<file path="src/rtl/ram_arb.sv">
// Three-master Wishbone arbiter in front of the PSRAM bridge slave port.
// Round-robin grant per tenure, with a strobe timeout that aborts a stalled tenure.
module ram_arb #(
    parameter int unsigned TIMEOUT = 63
) (
    input  logic        clk2x_i,
    input  logic        reset_in,
    input  logic [2:0]  m_cyc_i,
    input  logic [2:0]  m_stb_i,
    input  logic [2:0]  m_we_i,
    input  logic [68:0] m_adr_i,
    input  logic [5:0]  m_sel_i,
    input  logic [47:0] m_dat_i,
    output logic [15:0] m_dat_o,
    output logic [2:0]  m_ack_o,
    output logic [2:0]  m_err_o,
    output logic [2:0]  gnt_o,
    output logic        s_cyc_o,
    output logic        s_stb_o,
    output logic        s_we_o,
    output logic [22:0] s_adr_o,
    output logic [1:0]  s_sel_o,
    output logic [15:0] s_dat_o,
    input  logic [15:0] s_dat_i,
    input  logic        s_ack_i,
    input  logic        s_rst_i
);

    localparam int unsigned NM = 3;
    localparam int unsigned AW = 23;
    localparam int unsigned DW = 16;
    localparam int unsigned SW = 2;
    localparam int unsigned CW = 8;

    typedef enum logic [1:0] {IDLE, BUSY, ERR, DRAIN} state_e;

    state_e          state_q, state_d;
    logic [NM-1:0]   gnt_q, gnt_d;
    logic [1:0]      last_q, last_d;
    logic [CW-1:0]   cnt_q, cnt_d;

    logic [1:0]      win;
    logic            win_vld;
    logic            cyc_g, stb_g, we_g;
    logic [AW-1:0]   adr_g;
    logic [SW-1:0]   sel_g;
    logic [DW-1:0]   dat_g;

    // Round-robin pick: search starts one past the last granted master
    always_comb begin
        win     = 2'd0;
        win_vld = |m_cyc_i;
        case (last_q)
            2'd0: begin
                if (m_cyc_i[1])      win = 2'd1;
                else if (m_cyc_i[2]) win = 2'd2;
                else                 win = 2'd0;
            end
            2'd1: begin
                if (m_cyc_i[2])      win = 2'd2;
                else if (m_cyc_i[0]) win = 2'd0;
                else                 win = 2'd1;
            end
            default: begin
                if (m_cyc_i[0])      win = 2'd0;
                else if (m_cyc_i[1]) win = 2'd1;
                else                 win = 2'd2;
            end
        endcase
    end

    // last_q doubles as the index of the master holding the current tenure
    always_comb begin
        cyc_g = m_cyc_i[2];
        stb_g = m_stb_i[2];
        we_g  = m_we_i[2];
        adr_g = m_adr_i[68:46];
        sel_g = m_sel_i[5:4];
        dat_g = m_dat_i[47:32];
        case (last_q)
            2'd0: begin
                cyc_g = m_cyc_i[0];
                stb_g = m_stb_i[0];
                we_g  = m_we_i[0];
                adr_g = m_adr_i[22:0];
                sel_g = m_sel_i[1:0];
                dat_g = m_dat_i[15:0];
            end
            2'd1: begin
                cyc_g = m_cyc_i[1];
                stb_g = m_stb_i[1];
                we_g  = m_we_i[1];
                adr_g = m_adr_i[45:23];
                sel_g = m_sel_i[3:2];
                dat_g = m_dat_i[31:16];
            end
            default: ;
        endcase
    end

    always_comb begin
        state_d = state_q;
        gnt_d   = gnt_q;
        last_d  = last_q;
        cnt_d   = cnt_q;
        case (state_q)
            IDLE: begin
                gnt_d = '0;
                if (!s_rst_i && win_vld) begin
                    state_d = BUSY;
                    gnt_d   = NM'(1) << win;
                    last_d  = win;
                    cnt_d   = '0;
                end
            end
            BUSY: begin
                if (s_ack_i)
                    cnt_d = '0;
                else if (stb_g && (cnt_q != '1))
                    cnt_d = cnt_q + CW'(1);
                // A same-cycle ack beats the timeout
                if (!cyc_g) begin
                    state_d = IDLE;
                    gnt_d   = '0;
                end else if (s_rst_i) begin
                    state_d = ERR;
                end else if ((cnt_q == CW'(TIMEOUT)) && !s_ack_i) begin
                    state_d = ERR;
                end
            end
            ERR: state_d = DRAIN;
            DRAIN: begin
                if (!cyc_g) begin
                    state_d = IDLE;
                    gnt_d   = '0;
                end
            end
            default: begin
                state_d = IDLE;
                gnt_d   = '0;
            end
        endcase
    end

    always_ff @(posedge clk2x_i or negedge reset_in) begin
        if (!reset_in) begin
            state_q <= IDLE;
            gnt_q   <= '0;
            last_q  <= 2'd2;
            cnt_q   <= '0;
        end else begin
            state_q <= state_d;
            gnt_q   <= gnt_d;
            last_q  <= last_d;
            cnt_q   <= cnt_d;
        end
    end

    // Slave bus and acks pass through only during an active tenure
    always_comb begin
        s_cyc_o = 1'b0;
        s_stb_o = 1'b0;
        s_we_o  = 1'b0;
        s_adr_o = '0;
        s_sel_o = '0;
        s_dat_o = '0;
        m_ack_o = '0;
        m_err_o = '0;
        if (state_q == BUSY) begin
            s_cyc_o = cyc_g;
            s_stb_o = stb_g;
            s_we_o  = we_g;
            s_adr_o = adr_g;
            s_sel_o = sel_g;
            s_dat_o = dat_g;
            m_ack_o = gnt_q & m_stb_i & {NM{s_ack_i}};
        end
        if (state_q == ERR)
            m_err_o = gnt_q;
    end

    assign m_dat_o = s_dat_i;
    assign gnt_o   = gnt_q;

endmodule

</file>
<file path="config.mk">
export PLATFORM = sky130hd
export DESIGN_NAME = ram_arb
export DESIGN_NICKNAME = d
export VERILOG_FILES = /design/src/rtl/ram_arb.sv
export SDC_FILE = /design/constraint.sdc
export NUM_CORES = 1
export LEC_CHECK = 0
export CAP_MARGIN = 15
export CORE_ASPECT_RATIO = 0.8
export CORE_MARGIN = 5
export CORE_UTILIZATION = 27
export DETAILED_ROUTE_END_ITERATION = 10
export GPL_TIMING_DRIVEN = 1
export PLACE_DENSITY = 0.77
export SKIP_LAST_GASP = 1
export SYNTH_ARGS = -nofsm -noshare
export SYNTH_HDL_FRONTEND = slang
export SYNTH_SLANG_ARGS = --single-unit
</file>
<file path="constraint.sdc">
create_clock -name clk2x_i -period 2.4 [get_ports clk2x_i]
set_input_delay 0.6 -clock clk2x_i [delete_from_list [all_inputs] [get_ports clk2x_i]]
set_output_delay 0.6 -clock clk2x_i [all_outputs]
set_load 0.1 [all_outputs]
</file>
==> key figures <==
GRT
  • Vias in the first global route: approximately 2,900
  • Wire length of the first global-routing pass: 13.7 mm
  • Maximum number of pins on one net before global-route repair: 49
  • Total Routing Usage GR: 0.175
  • Sum of overflow across all layers after global routing: 0
  • Antenna violations before repair: 0

Synthesis
  • Most repeated cell in the gate-level netlist after synthesis: sky130_fd_sc_hd__nor2_1
  • Cells after synthesis: 308
  • Post-synthesis instance area: 2120 sq um
  • Predominant post-synthesis flop cell: sky130_fd_sc_hd__dfrtp_1
  • Count of flip-flops with a built-in enable after synthesis: 0
  • Post-Synthesis Mean Instance Area: 6.89 sq um
  • Dominant cell type by area after synthesis: sky130_fd_sc_hd__mux2i_1
  • Synth warnings: 0
  • Top area cells in the synthesized netlist: sky130_fd_sc_hd__mux2i_1 22%, sky130_fd_sc_hd__dfrtp_1 17%, sky130_fd_sc_hd__nor2_1 15%, sky130_fd_sc_hd__a21oi_1 12%, sky130_fd_sc_hd__buf_4 6.0%
  • Top cells by instance count after synthesis: 87 x sky130_fd_sc_hd__nor2_1, 50 x sky130_fd_sc_hd__a21oi_1, 46 x sky130_fd_sc_hd__mux2i_1
  • Area share of the largest cell type after synthesis: 0.217
  • Post-synthesis register bit count: 15
  • Net Count, Synth: approximately 460
  • Async set or reset register ratio after synthesis: 1.00
  • Register area share after synthesis: 0.178
  • Number of different library cells in the post-synthesis netlist: 44

Flow run
  • Max_cap viols: 0

Timing
  • Portion of the clock cycle consumed by the worst path in the final layout: 0.978
  • Actual transition at the worst max-transition pin: ~700 ps
  • Post-route setup TNS: 0 ps
  • Final period demand of the worst path: between 2000 and 2500 ps
  • Final clock skew: 3.68 ps
  • Final worst-path setup slack: 52.1 ps
  • Max Transition Viols Final: 0
  • Max Fclk: around 430 MHz
  • Final-layout worst hold slack: 545 ps
  • Remaining max-slew budget at the tightest pin: 0.525
  • Final Hold Fails: 0
  • Setup repair after global routing missed its margin: false
  • Endpoints failing setup: 0

Routing
  • Number of optimization iterations in the first detailed-route pass: 6
  • Avg Vias per Cell: 4.86
  • Total DRC errors in the routed layout: 0
  • DRT Wirelength: approximately 9.4 mm
  • Detail-routed net length per standard cell: around 16 um
  • Total number of vias: approximately 2,800
  • Number of antenna-violating nets in the routed design: 0
  • Iteration-0 DRC count of the detailed router: 100

Placement
  • Routability congestion estimate from global placement: approximately 0.88
  • Half-perimeter wire length after placement: 7.91 mm
  • Placed cell count: 579
  • Buffers on Ports: about 190
  • Worst slack at placement: between 20 and 30 ps

Floorplan
  • Number of placed I/O pins: 221
  • Die extent in x: ~110 um
  • Chip Height: slightly below 90 um
  • Die area: 9740 sq um
  • Cell Rows: 28
  • Placeable core region: 7530 sq um
  • Initial Util: 0.282

Power
  • Leakage power of the design: around 2.0 nW
  • Maximum VDD drop: 0.908 mV
  • Total power density per cell area: 1480 nW/um^2

Critical path
  • Startpoint types: primary input
  • Maximum fanout along the worst path: 2
  • Worst Path Required: ~1800 ps
  • Arrival time of the worst setup path: 1750 ps
  • Startpoint of the worst register-to-register path: last_q[0]
  • Timing startpoint of the critical path: m_stb_i[0]
  • Reg-to-reg critical path endpoint: cnt_q[3]
  • Slack of the worst reg-to-reg path: between 400 and 500 ps
  • CP max-delay cell: sky130_fd_sc_hd__clkdlybuf4s50_1
  • Kind of critical path: primary input to output pin
  • Worst setup EP type: output pin
  • Depth of the worst register-to-register path: 7
  • CP cell instances: clkdlybuf4s50_1 > mux2_4 > o211ai_2 > inv_2 > buf_12
  • Peak per-stage delay on the critical path: 430 ps

Layout
  • Total inserted antenna cells: 0
  • Utilization after layout: 0.662
  • Fin nets: 634
  • Fraction of final layout cells with drive strength greater than 1: 0.271
  • Layout Cells excl Fill: 585
  • Area delta synth->final: 135%
  • # fillers: 583

Clock tree
  • TritonCTS clock tree: done
  • Clock root buffer master: sky130_fd_sc_hd__clkbuf_8
  • Number of buffers created by CTS: 3
  • Number of clock sinks seen by CTS: 15
  • Worst skew pair latency: 250 ps
  • Deepest clock path buffer count: 2
  • H-tree levels: 1
  • Clock transition at path regs: 60 ps

Run status
  • Status: finished, final reports clean

Hold path
  • Path type of the worst min-delay path: register to register
  • WHS Endpoint: gnt_o[0]
  • Hold path cells: 1
  • Startpoint of the most critical hold path: gnt_o[0]
stage by stage:
stage	area (sq um)	power, mW
6_report	4980	7.37
5_1_grt	4980	7.69
3_5_place_dp	4920	7.18
4_1_cts	4970	7.39
2_1_floorplan	2440	5.01
3_3_place_gp	4920	7.09
flip-flops by register name, summed over array words and instances (netlist names), named ones only:
register  flops
state_q       1
gnt_o         3
last_q        2
cnt_q         8
layer usage:
| layer | wire length (um) | GRT usage | vias up |
|---|---|---|---|
| li1 | - | - | 1413 |
| met1 | 3460 | 0.187 | 1291 |
| met2 | 4780 | 0.336 | 127 |
| met3 | 1050 | 0.0664 | 10 |
| met4 | 75 | 0.0252 | 0 |
| met5 | 0 | 0 | - |
timing repair:
action / 4_1_cts / 5_1_grt
buffers inserted: 0 / 2
hold buffers: 0 / 0
setup endpoints to repair: 0 / 2
resized for setup: 0 / 1
placed cells by master, fill, tap and decap left out, drive strengths merged, types with 2 or more instances in the layout:
master,netlist,final
clkdlybuf4s50,0,135
nor2,87,87
buf,34,71
a21oi,50,50
mux2i,46,46
dfrtp,14,14
nand2,8,8
nand3,7,7
o31ai,5,5
and2,4,4
or3,4,4
inv,4,4
clkbuf,4,4
nor3,4,4
and3,3,3
nand2b,3,3
o21ai,3,3
o21a,2,2
nor2b,2,2
or2,2,2
o2bb2ai,2,2
or4,2,2
o2111ai,2,2
mux2,2,2
critical path: cells and delay by family:
kind                   cells  cell delay (ps)
muxes                      1              280
buffers and inverters      3              680
AOI/OAI and AO/OA          1              190
power by group:
part | internal (mW) | switching, mW
clock network | 0.117 | 0.0857
logic | 2.44 | 4.31
registers | 0.327 | 0.0890
logic make-up after synthesis:
logic type               synth area share
adder cells (fa/ha/maj)           0.00590
AND/OR/NAND/NOR                     0.281
flip-flops                          0.178
AO/OA/AOI/OAI                       0.194
multiplexers                        0.228
buffers and inverters               0.114
final cells by class:
cell class,instances,area [sq um],area share
clock buffers,4,45.0,0.00904
inverters,4,15.0,0.00301
well taps,105,131,0.0264
multi-input cells,251,1830,0.367
repair buffers,206,2580,0.519
flip-flops and latches,15,378,0.0758
worst max path at each step:
| stage | end | slack [ps] | cells after the start |
|---|---|---|---|
| final | s_stb_o | 50 | 5 |
| after global routing | s_stb_o | 20 | 5 |
| after detailed placement | s_stb_o | 30 | 5 |
| after global placement | s_stb_o | 70 | 5 |
| after CTS | s_stb_o | 30 | 5 |
| after floorplan | s_adr_o[22] | -110 | 4 |
Note: power is estimated with default switching activity, not from simulation.
